### src/rtl/sdram_frame_sched.sv
// SDRAM burst scheduler: round-robin write/read bursts over one req/ack pair, per-frame read restart.
// Define SDRAM_SCHED_DBUF_EN for ping-pong frame buffering; default build is single-shot capture.
module sdram_frame_sched #(
   parameter int ADDR_W     = 24,
   parameter int COL_BITS   = 9,
   parameter int ROW_BITS   = 13,
   parameter int BUF_BIT    = 22,
   parameter int FRAME_ROWS = 128,
   parameter int LVL_W      = 11,
   parameter int WR_LVL_MIN = 512,
   parameter int RD_LVL_MAX = 512
) (
   input  logic              clk_i,
   input  logic              rst_i,
   input  logic              frame_start_i,
   input  logic [LVL_W-1:0]  wr_fifo_used_i,
   input  logic [LVL_W-1:0]  rd_fifo_used_i,
   output logic              wr_sdram_req_o,
   input  logic              wr_sdram_ack_i,
   output logic [ADDR_W-1:0] wr_sdram_add_o,
   output logic              rd_sdram_req_o,
   input  logic              rd_sdram_ack_i,
   output logic [ADDR_W-1:0] rd_sdram_add_o,
   output logic              frame_valid_o,
   output logic              wr_frame_done_o,
   output logic              rd_late_o
);

   typedef enum logic [1:0] {IDLE, WR_BUSY, RD_BUSY} state_t;

   localparam logic [ROW_BITS:0]  ROWS_END = (ROW_BITS+1)'(FRAME_ROWS);
   localparam logic [LVL_W-1:0]   WR_MIN   = LVL_W'(WR_LVL_MIN);
   localparam logic [LVL_W-1:0]   RD_MAX   = LVL_W'(RD_LVL_MAX);

   state_t            state;
   logic [ROW_BITS:0] wr_row;
   logic [ROW_BITS:0] rd_row;
   logic              wbuf;
   logic              rbuf;
   logic              last_done_buf;
   logic              restart_pend;
   logic              last_rd;

   logic              we;
   logic              re;
   logic              wr_ack;
   logic              rd_ack;
   logic [ROW_BITS:0] wr_row_inc;
   logic              wr_wrap;
   logic              restart_now;
   logic              done_buf;

   always_comb begin
      we = (wr_fifo_used_i >= WR_MIN);
`ifndef SDRAM_SCHED_DBUF_EN
      we = we && !frame_valid_o;
`endif
      re          = frame_valid_o && (rd_row < ROWS_END) &&
                    (rd_fifo_used_i <= RD_MAX) && !restart_pend;
      wr_ack      = (state == WR_BUSY) && wr_sdram_ack_i;
      rd_ack      = (state == RD_BUSY) && rd_sdram_ack_i;
      wr_row_inc  = wr_row + 1'b1;
      wr_wrap     = wr_ack && (wr_row_inc == ROWS_END);
      // a pending or arriving restart waits out an in-flight read burst
      restart_now = (restart_pend || frame_start_i) && ((state != RD_BUSY) || rd_ack);
      done_buf    = wr_wrap ? wbuf : last_done_buf;
   end

   always_comb begin
      wr_sdram_add_o                      = '0;
      wr_sdram_add_o[COL_BITS +: ROW_BITS] = wr_row[ROW_BITS-1:0];
      wr_sdram_add_o[BUF_BIT]             = wbuf;
      rd_sdram_add_o                      = '0;
      rd_sdram_add_o[COL_BITS +: ROW_BITS] = rd_row[ROW_BITS-1:0];
      rd_sdram_add_o[BUF_BIT]             = rbuf;
   end

   always_ff @(posedge clk_i or posedge rst_i) begin
      if (rst_i) begin
         state           <= IDLE;
         wr_row          <= '0;
         rd_row          <= '0;
         wbuf            <= 1'b0;
         rbuf            <= 1'b0;
         last_done_buf   <= 1'b0;
         restart_pend    <= 1'b0;
         last_rd         <= 1'b1;
         wr_sdram_req_o  <= 1'b0;
         rd_sdram_req_o  <= 1'b0;
         frame_valid_o   <= 1'b0;
         wr_frame_done_o <= 1'b0;
         rd_late_o       <= 1'b0;
      end else begin
         wr_frame_done_o <= 1'b0;
         rd_late_o       <= frame_start_i && frame_valid_o && (rd_row < ROWS_END);
         if (frame_start_i)
            restart_pend <= 1'b1;

         case (state)
            IDLE: begin
               if (we && (!re || last_rd)) begin
                  state          <= WR_BUSY;
                  wr_sdram_req_o <= 1'b1;
               end else if (re) begin
                  state          <= RD_BUSY;
                  rd_sdram_req_o <= 1'b1;
               end
            end
            WR_BUSY: begin
               if (wr_ack) begin
                  state          <= IDLE;
                  wr_sdram_req_o <= 1'b0;
                  last_rd        <= 1'b0;
                  if (wr_wrap) begin
                     wr_row          <= '0;
                     wr_frame_done_o <= 1'b1;
                     frame_valid_o   <= 1'b1;
                     last_done_buf   <= wbuf;
`ifdef SDRAM_SCHED_DBUF_EN
                     wbuf            <= ~wbuf;
`endif
                  end else begin
                     wr_row <= wr_row_inc;
                  end
               end
            end
            RD_BUSY: begin
               // rd_row saturates at FRAME_ROWS; only a restart rewinds it
               if (rd_ack) begin
                  state          <= IDLE;
                  rd_sdram_req_o <= 1'b0;
                  last_rd        <= 1'b1;
                  rd_row         <= rd_row + 1'b1;
               end
            end
            default: state <= IDLE;
         endcase

         if (restart_now) begin
            rd_row       <= '0;
            rbuf         <= done_buf;
            restart_pend <= 1'b0;
         end
      end
   end

endmodule

### config.mk
export PLATFORM = sky130hd
export DESIGN_NAME = sdram_frame_sched
export DESIGN_NICKNAME = d
export VERILOG_FILES = /design/src/rtl/sdram_frame_sched.sv
export SDC_FILE = /design/constraint.sdc
export NUM_CORES = 1
export LEC_CHECK = 0
export ABC_AREA = 1
export ABC_CLOCK_PERIOD_IN_PS = 2200
export BUFFER_PORTS_ARGS = -buffer_cell sky130_fd_sc_hd__buf_2
export CAP_MARGIN = 25
export CORE_MARGIN = 2
export CORE_UTILIZATION = 40
export CTS_CLUSTER_DIAMETER = 100
export DETAILED_ROUTE_END_ITERATION = 10
export GPL_TIMING_DRIVEN = 0
export PLACE_DENSITY = 0.75
export SLEW_MARGIN = 40
export SYNTH_ARGS = -nofsm -noshare
export SYNTH_HDL_FRONTEND = slang
export SYNTH_SLANG_ARGS = --single-unit
### constraint.sdc
create_clock -name clk_i -period 2.2 [get_ports clk_i]
set_input_delay 0.33 -clock clk_i [delete_from_list [all_inputs] [get_ports clk_i]]
set_output_delay 0.33 -clock clk_i [all_outputs]
set_load 0.05 [all_outputs]
==> results.py, run 1 <==
metrics = {
    "logic_synthesis": {
        "yosysWarnings": 1,
        "ys_ff_latch": 36,
        "synth_area_leader_cell": "dfrtp_1",
        "synthCells": 345,
        "async_reset_ff_frac": 1.000,
        "synthTopCellsByArea": "dfrtp_1, buf_4, nand2_1",
        "synth_top_flop_cell": "dfrtp_1",
        "netlist.area_leader.share": 0.3675,
        "synth_edf_count": 0,
        "avgSynthCellArea_um2": 7.105,
        "yosysSeqAreaShare": 0.3675,
        "yosysUniqueCellTypes": 29,
        "syn-cell-area_um2": 2451,
    },
    "placed_design": {
        "globalplace.congestion": 0.8744,
        "dpl_cell_area_um2": 2884,
        "dp.cells": 490,
        "post-place-ws_ns": 0.4078,
        "io_buffers": 48,
        "place_hpwl_um": 3911,
    },
    "flow_run": {
        "cap_violations": 0,
    },
    "setup_path": {
        "cp_top_family": "simple AND/OR/NAND/NOR gates",
        "critPathLaunch": "wr_row[0]$_DFFE_PP0P_",
        "path_max_fanout": 8,
        "path_class": "flip-flop to flip-flop",
        "critPathRequiredTime_ns": 2.38,
        "crit_buf_inv": 0,
        "critPathMaxStageDelay_ns": 0.49,
        "r2r_cells": 10,
        "worst_path_max_delay_cell": "dfrtp_1",
        "r2r_end": "wr_row[0]$_DFFE_PP0P_",
        "worstReg2RegStart": "wr_row[0]$_DFFE_PP0P_",
        "arrival_ns": 2.04,
        "cp-start-kind": "flip-flop",
        "rrSetupSlack_ns": 0.34,
        "crit_top_cell": "nand2_1",
        "critical_path.endpoint": "wr_row[0]$_DFFE_PP0P_",
        "cp_cell_sequence": "ha_1, nand3_1, nor2_2, nand2_1, nand2_1, nand3_1, nor2_1, nand3_2, nand2_1, nand2_1",
        "cp-end-kind": "flip-flop",
        "path_depth": 10,
    },
    "pwr": {
        "power_density_nw_per_um2": 682.2,
        "ir_drop_mv": 0.2656,
        "leakage_nw": 1.688,
    },
    "clock_network": {
        "clk_pin_slew_ns": 0.07,
        "cts-root-buf": "clkbuf_8",
        "cts_resized": 0,
        "cts_inserted_buffers": 5,
        "cts_buffer_depth": 2,
        "numClockSinks": 36,
        "cts_tree": "yes",
        "clock_latency_ns": 0.29,
        "htree_levels": 2,
    },
    "layout": {
        "final_common_cell": "nand2_1",
        "final_cell_mix": "nand2_1, buf_2, buf_4, inv_1, dfrtp_1",
        "area_delta_synth_final_pct": 23.23,
        "nFillCells": 606,
        "final_nets": 453,
        "drive_above_1_share": 0.2783,
        "fin_area_um2": 3020,
        "instances_no_fill": 499,
        "diodes": 0,
    },
    "global_route": {
        "grt.overflow.total": 0,
        "grt_pass1_vias": 1841,
        "antenna_found_initial": 0,
        "track_usage": 0.1545,
        "grt_max_degree": 26,
        "grt_pass1_wl_um": 8162,
    },
    "timing": {
        "rsz0062_at_grt": "false",
        "finClkSkew_ns": 0.007289,
        "setup_ws_ns": 0.3437,
        "setup_viol": 0,
        "hold_viol_final": 0,
        "finalCriticalPeriod_ns": 1.856,
        "timing.fmax_mhz": 538.7,
        "finalMaxSlewViolations": 0,
        "setup_tns_ns": 0,
        "period_share": 0.8438,
    },
    "worst_hold_path": {
        "hp-class": "input port to flip-flop",
    },
    "routing": {
        "postRouteAntennaNets": 0,
        "drcViolationCount": 0,
        "totalWireLength_um": 5051,
        "num_vias": 2253,
        "firstDrtPassIters": 4,
        "viasPerCell": 4.515,
        "drt-initial-drc-count": 139,
        "wl_per_cell_um": 10.12,
    },
    "floorplan": {
        "rows": 28,
        "io_pins": 80,
        "core_area_um2": 5921,
        "initial_core_util": 0.4140,
        "dieArea_um2": 6770,
        "die_w_um": 82.28,
        "die_y_um": 82.28,
    },
    "run_status": {
        "outcome": "finished, final reports clean",
    },
}
## worst register-to-register path: stages, from the launching register on
cell and delay [ns]:
dfrtp_1 0.49, ha_1 0.29, nand3_1 0.14, nor2_2 0.16
nand2_1 0.06, nand2_1 0.08, nand3_1 0.08, nor2_1 0.16
nand3_2 0.16, nand2_1 0.09, nand2_1 0.04
## synth_stat cells, types with 3 or more instances
cell type and count:
nor2_2 3, o21ai_0 22, a21oi_1 9, dfrtp_1 36, nand3_1 26, nand2_1 90, nor3_1 5, nor2_1 25
inv_1 45, nor4_1 3, buf_4 49, ha_1 3, nand4_1 8
## area by class of cell
type,count,area [µm²],area share
inverters,47,176.4,0.05841
flip-flops and latches,36,900.9,0.2983
clock buffers,7,96.34,0.03190
clock inverters,1,30.03,0.009942
plain buffers,53,385.4,0.1276
repair buffers,50,270.3,0.08948
well taps,75,93.84,0.03107
multi-input cells,230,1067,0.3534
## how the worst min path moves through the flow
stage | from | endpoint | cells after the start
3_5_place_dp | rst_i | wr_row[11]$_DFFE_PP0P_ | 2
4_1_cts | wr_sdram_ack_i | state[0]$_DFFE_PP0P_ | 2
5_1_grt | wr_sdram_ack_i | state[0]$_DFFE_PP0P_ | 2
6_report | wr_sdram_ack_i | state[0]$_DFFE_PP0P_ | 2
2_1_floorplan | wr_sdram_ack_i | state[0]$_DFFE_PP0P_ | 1
3_3_place_gp | wr_sdram_req_o$_DFFE_PP0P_ | wr_sdram_req_o$_DFFE_PP0P_ | 2
## flip-flops by register name, indices dropped and copies added (netlist names)
signal / count
restart_pend: 1
wr_frame_done_o: 1
rd_row: 14
state: 2
rd_sdram_req_o: 1
wr_row: 14
frame_valid_o: 1
wr_sdram_req_o: 1
rd_late_o: 1
## where the power goes
group	total (mW)	switching [mW]	internal, mW
Sequential	0.779	0.0647	0.714
Combinational	0.639	0.442	0.197
Clock	0.643	0.243	0.400
Total	2.06	0.749	1.31
## kinds of logic (layout without fill, tap and decap cells)
group,after synthesis,after routing,share of synthesized area
simple gates,167,167,0.3012
buf+inv,100,158,0.2292
compound gates,37,37,0.08167
flops,36,36,0.3675
fa+ha+maj,3,3,0.01532
other cells,1,22,0.001530
xor+xnor,1,1,0.003574
## what timing repair did
item | CTS | global route
hold endpoints to repair | 11 | 0
buffers inserted | 0 | 0
hold buffers | 1 | 0
## layer usage
metal / track usage / part of all wire / up-vias
met5: 0 / 0 / -
met4: 0.05000 / 0.012 / 0
met3: 0.02717 / 0.086 / 5
met2: 0.2516 / 0.47 / 82
met1: 0.2076 / 0.44 / 997
li1: - / - / 1169
## per-stage QoR
stage / power (mW) / hold slack (ns) / utilization
finish: 2.060 / 0.2563 / 0.5101
global route: 2.170 / 0.2674 / 0.5101
CTS: 2.072 / 0.2568 / 0.5101
detailed placement: 1.431 / 0.2968 / 0.4871
global placement: 1.414 / 0.4574 / 0.4837
floorplan: 1.313 / 0.4373 / -
Power figures use the tool's default switching activity.
==> run 2, diff against run 1 <==
Settings changed: ABC_CLOCK_PERIOD_IN_PS 2200 to 1550, PLACE_DENSITY 0.75 to 0.78.
Clock period 2.2 ns to 1.55 ns, I/O delays scaled along.
==> run 2 against run 1 <==
Critical endpoint is now wr_frame_done_o$_DFF_PP0_. Utilization increased by 3.3 points. Largest power group unchanged. Flip-flop and latch count unchanged. Critical path depth unchanged. Critical path type unchanged. Count of clock-buffer cells in the layout decreased by 1. Highest routed layer unchanged. The run now ends with setup timing left.
==> results.py, run 2 (synthesized netlist as in run 1, its figures left out) <==
metrics = {
    "run_status": {
        "outcome": "finished with violations",
        "violations": "setup timing",
    },
    "setup_path": {
        "cp-start-kind": "flip-flop",
        "path_class": "flip-flop to flip-flop",
        "crit_buf_inv": 3,
        "worst_path_max_delay_cell": "dfrtp_2",
        "worstReg2RegStart": "wr_row[0]$_DFFE_PP0P_",
        "crit_top_cell": "buf_4",
        "path_max_fanout": 5,
        "cp_top_family": "simple AND/OR/NAND/NOR gates",
        "rrSetupSlack_ns": -0.07,
        "arrival_ns": 1.86,
        "cp-end-kind": "flip-flop",
        "cp_cell_sequence": "buf_4, nand3_4, nor2_4, nand3_1, nand2_2, nand2_1, nor2_1, nand3_2, buf_4, inv_1",
        "r2r_cells": 10,
        "r2r_end": "wr_frame_done_o$_DFF_PP0_",
        "critPathRequiredTime_ns": 1.79,
        "critPathMaxStageDelay_ns": 0.43,
    },
    "floorplan": {
        "rows": 28,
        "die_w_um": 82.28,
        "dieArea_um2": 6770,
        "die_y_um": 82.28,
        "initial_core_util": 0.4140,
        "core_area_um2": 5921,
        "io_pins": 80,
    },
    "layout": {
        "final_common_cell": "nand2_1",
        "diodes": 0,
        "final_cell_mix": "nand2_1, buf_4, buf_2, inv_1, dfrtp_1",
        "drive_above_1_share": 0.3647,
        "area_delta_synth_final_pct": 31.19,
        "reg.largest.list": "rd_row: 14 flops, wr_row: 14 flops, state: 2 flops",
        "final_nets": 465,
        "instances_no_fill": 511,
        "fin_area_um2": 3216,
        "nFillCells": 562,
    },
    "routing": {
        "num_vias": 2357,
        "totalWireLength_um": 5478,
        "drcViolationCount": 0,
        "drt-initial-drc-count": 95,
        "postRouteAntennaNets": 0,
        "wl_per_cell_um": 10.72,
        "viasPerCell": 4.613,
        "firstDrtPassIters": 4,
    },
    "timing": {
        "setup_viol": 4,
        "finClkSkew_ns": 0.006364,
        "timing.fmax_mhz": 617.3,
        "finalMaxSlewViolations": 0,
        "hold_viol_final": 0,
        "period_share": 1.045,
        "rsz0062_at_grt": "true",
        "finalCriticalPeriod_ns": 1.620,
        "setup_ws_ns": -0.06997,
        "holdWs_ns": 0.1689,
    },
    "global_route": {
        "grt_pass1_vias": 2008,
        "grt.overflow.total": 0,
        "grt_pass1_wl_um": 8549,
        "track_usage": 0.1630,
        "grt_max_degree": 25,
        "antenna_found_initial": 0,
    },
    "pwr": {
        "power_density_nw_per_um2": 885.2,
        "ir_drop_mv": 0.3917,
        "leakage_nw": 1.741,
    },
    "worst_hold_path": {
        "hp-start": "wr_sdram_ack_i",
        "hp-class": "input port to flip-flop",
        "min_to": "state[0]$_DFFE_PP0P_",
        "holdPathStages": 2,
    },
    "placed_design": {
        "dpl_cell_area_um2": 2884,
        "io_buffers": 48,
        "place_hpwl_um": 3995,
        "globalplace.congestion": 0.8734,
        "dp.cells": 490,
    },
    "flow_run": {
        "cap_violations": 0,
    },
    "clock_network": {
        "htree_levels": 2,
        "clock_latency_ns": 0.29,
        "clk_pin_slew_ns": 0.08,
        "cts_tree": "yes",
        "cts_buffer_depth": 2,
        "cts_inserted_buffers": 5,
        "numClockSinks": 36,
        "cts-root-buf": "clkbuf_8",
    },
}
run 2: cell count changes in the layout (fill, tap and decap cells not counted), sizes merged:
cell / previous run / this run
buf: 100 / 112
bufinv: 1 / 0
clkbuf: 9 / 8
clkinv: 1 / 3
run 2: where the power goes:
group	internal, mW	switching (mW)	total (mW)
combinational	0.351	0.683	1.03
clock	0.355	0.347	0.702
sequential	1.02	0.0946	1.11
total	1.72	1.12	2.85
run 2: per-stage QoR:
stage	worst slack [ns]	util	TNS [ns]	power [mW]
floorplan	0.01287	-	0	1.863
global placement	-0.2062	0.4837	-3.784	2.005
detailed placement	-0.2407	0.4871	-1.728	2.029
CTS	-0.04118	0.5245	-0.1197	2.808
global route	-0.1734	0.5431	-0.8354	3.005
finish	-0.06997	0.5431	-0.2364	2.847
run 2: what timing repair did:
item / in CTS / in global routing
setup endpoints to repair: 11 / 16
resized for setup: 13 / 31
gates cloned: 0 / 0
hold endpoints to repair: 12 / 0
buffers inserted: 10 / 2
pin swaps: 9 / 11
hold buffers: 1 / 0
run 2: worst max path at each step:
stage / slack [ns] / end / startpoint / cells past startpoint
final: -0.07 / wr_frame_done_o$_DFF_PP0_ / wr_row[0]$_DFFE_PP0P_ / 10
after global routing: -0.17 / wr_row[7]$_DFFE_PP0P_ / wr_row[0]$_DFFE_PP0P_ / 11
after CTS: -0.04 / wr_row[1]$_DFFE_PP0P_ / wr_row[1]$_DFFE_PP0P_ / 10
after detailed placement: -0.24 / wr_row[1]$_DFFE_PP0P_ / wr_row[0]$_DFFE_PP0P_ / 10
after global placement: -0.21 / wr_row[1]$_DFFE_PP0P_ / wr_row[0]$_DFFE_PP0P_ / 10
after floorplan: 0.01 / wr_row[0]$_DFFE_PP0P_ / wr_row[0]$_DFFE_PP0P_ / 10
run 2: layout make-up:
type                            count  area [µm²]  share of cell area
Inverter                           47       180.2             0.05603
Clock inverter                      2       10.01            0.003113
Tap cell                           75       93.84             0.02918
Buffer                             53       392.9              0.1222
Timing Repair Buffer               62       360.3              0.1121
Multi-Input combinational cell    230        1189              0.3697
Sequential cell                    36       907.1              0.2821
Clock buffer                        6       82.58             0.02568
run 2: routing by layer:
layer / global-route usage / vias to the layer above / wire (µm)
met2: 0.2766 / 87 / 2678
met5: 0 / - / 0
li1: - / 1200 / -
met3: 0.02500 / 5 / 377
met4: 0.07500 / 0 / 72
met1: 0.2027 / 1065 / 2350
==> run 3, diff against run 2 <==
Settings changed: CORE_ASPECT_RATIO set to 1.4.
==> run 3 against run 2 <==
The flow still finishes with violations (setup timing). Combinational power about the same. Flip-flop and latch count unchanged. Setup slack better by 0.049 ns. Clock power up 17%. Largest power group unchanged.
==> results.py, run 3 (synthesized netlist as in run 1, its figures left out) <==
metrics = {
    "floorplan": {
        "core_area_um2": 5904,
        "die_w_um": 70.16,
        "initial_core_util": 0.4151,
        "die_y_um": 96.62,
        "io_pins": 80,
        "rows": 33,
        "dieArea_um2": 6779,
    },
    "layout": {
        "drive_above_1_share": 0.3779,
        "diodes": 0,
        "area_delta_synth_final_pct": 31.60,
        "fin_area_um2": 3226,
        "final_cell_mix": "nand2_1, buf_4, buf_2, inv_1, dfrtp_1",
        "final_common_cell": "nand2_1",
        "reg.largest.list": "rd_row: 14 flops, wr_row: 14 flops, state: 2 flops",
        "instances_no_fill": 504,
        "final_nets": 463,
        "nFillCells": 566,
    },
    "timing": {
        "finClkSkew_ns": 0.01147,
        "rsz0062_at_grt": "true",
        "finalCriticalPeriod_ns": 1.571,
        "finalMaxSlewViolations": 0,
        "period_share": 1.014,
        "setup_ws_ns": -0.02105,
        "setup_tns_ns": -0.03620,
        "setup_viol": 3,
        "hold_viol_final": 0,
        "timing.fmax_mhz": 636.5,
    },
    "placed_design": {
        "dpl_cell_area_um2": 2885,
        "io_buffers": 48,
        "place_hpwl_um": 4204,
        "globalplace.congestion": 0.8457,
        "dp.cells": 485,
    },
    "global_route": {
        "busiest_layer": "met2",
        "grt_use_met1": 0.1835,
        "grt.overflow.total": 0,
        "grt_pass1_wl_um": 9349,
        "grtUsageMet2": 0.3136,
        "grt_max_degree": 23,
        "antenna_found_initial": 0,
        "grt_pass1_vias": 2229,
        "grtUsageMet3": 0.02917,
        "track_usage": 0.1658,
    },
    "setup_path": {
        "path_max_fanout": 5,
        "critPathRequiredTime_ns": 1.72,
        "cp-end-kind": "flip-flop",
        "arrival_ns": 1.74,
        "cp-start-kind": "flip-flop",
        "path_class": "flip-flop to flip-flop",
    },
    "routing": {
        "num_vias": 2341,
        "postRouteAntennaNets": 0,
        "drt-initial-drc-count": 110,
        "totalWireLength_um": 5589,
        "wl_per_cell_um": 11.09,
        "firstDrtPassIters": 4,
        "drcViolationCount": 0,
        "viasPerCell": 4.645,
    },
    "clock_network": {
        "cts_tree": "yes",
        "numClockSinks": 36,
        "clk_pin_slew_ns": 0.08,
        "cts_inserted_buffers": 5,
        "clock_latency_ns": 0.29,
        "cts_buffer_depth": 2,
        "cts-root-buf": "clkbuf_8",
        "htree_levels": 2,
    },
    "run_status": {
        "outcome": "finished with violations",
        "violations": "setup timing",
    },
    "worst_hold_path": {
        "hp-class": "input port to flip-flop",
    },
    "flow_run": {
        "cap_violations": 0,
    },
    "pwr": {
        "leakage_nw": 1.740,
        "ir_drop_mv": 0.4821,
        "power_density_nw_per_um2": 923.5,
    },
}
-- run 3: cell types whose count changed in the layout (fill, tap and decap cells not counted), moves of 2 or more --
cell     delta
buf_4       -3
nor2_1      -2
nand2_2     +3
o21ai_0     -2
o21ai_1     +2
inv_2       +4
inv_1       -3
nor2_2      +3
nand2_1     -3
-- run 3: timing repair --
action                                  CTS  global route
endpoints found under the setup margin   11            18
endpoints found under the hold margin    14             0
buffers inserted                          8             2
resized for setup                        16            37
hold buffers                              1             0
pin swaps                                 7            10
-- run 3: cell type report --
type / instances / area [µm²] / share of cell area
buffer: 53 / 392.9 / 0.1218
clock buffer: 6 / 72.57 / 0.02250
clock inverter: 2 / 35.03 / 0.01086
inverter: 47 / 177.7 / 0.05508
multi-input combinational: 230 / 1196 / 0.3708
sequential: 36 / 907.1 / 0.2812
tap: 70 / 87.58 / 0.02715
timing repair buffer: 60 / 356.6 / 0.1106
-- run 3: stage by stage --
step	worst slack [ns]	util	power (mW)	hold slack, ns
2_1_floorplan	0.01287	-	1.863	0.3398
3_3_place_gp	-0.2092	0.4840	2.006	0.4468
3_5_place_dp	-0.2631	0.4887	2.036	0.2345
4_1_cts	-0.05520	0.5281	2.941	0.1506
5_1_grt	-0.1595	0.5463	3.111	0.1654
6_report	-0.02105	0.5463	2.979	0.1524
-- run 3: report_power, final --
group | switching (mW) | internal [mW]
logic | 0.696 | 0.353
registers | 0.0917 | 1.02
clock network | 0.343 | 0.478
total | 1.13 | 1.85
-- run 3: worst max-delay path: stages (launching register included) --
cell     delay, ns
dfrtp_2       0.44
ha_4          0.19
nand3_2       0.08
nand2_2       0.06
nand2_2       0.06
nand2_1       0.05
nor2_1        0.10
nand2_1       0.10
nor2_2        0.13
nand3_4       0.12
nand2_1       0.08
nand2_1       0.04
-- run 3: metal layers --
| metal | vias to the layer above | part of all wire |
|---|---|---|
| li1 | 1193 | - |
| met1 | 1056 | 0.38 |
| met2 | 78 | 0.54 |
| met3 | 14 | 0.054 |
| met4 | 0 | 0.023 |
| met5 | - | 0 |
-- run 3: final timing paths --
| check | from | endpoint | slack, ns | depth (start not counted) |
|---|---|---|---|---|
| max in group asynchronous | rst_i | wr_row[1]$_DFFE_PP0P_ | 0.64 | 4 |
| max reg2reg | wr_row[0]$_DFFE_PP0P_ | wr_row[7]$_DFFE_PP0P_ | -0.02 | 11 |
| max | wr_row[0]$_DFFE_PP0P_ | wr_row[7]$_DFFE_PP0P_ | -0.02 | 11 |
| min | wr_sdram_ack_i | state[0]$_DFFE_PP0P_ | 0.15 | 2 |
| min reg2reg | wr_sdram_req_o$_DFFE_PP0P_ | wr_sdram_req_o$_DFFE_PP0P_ | 0.47 | 2 |
| min in group asynchronous | rst_i | frame_valid_o$_DFFE_PP0P_ | 0.46 | 3 |
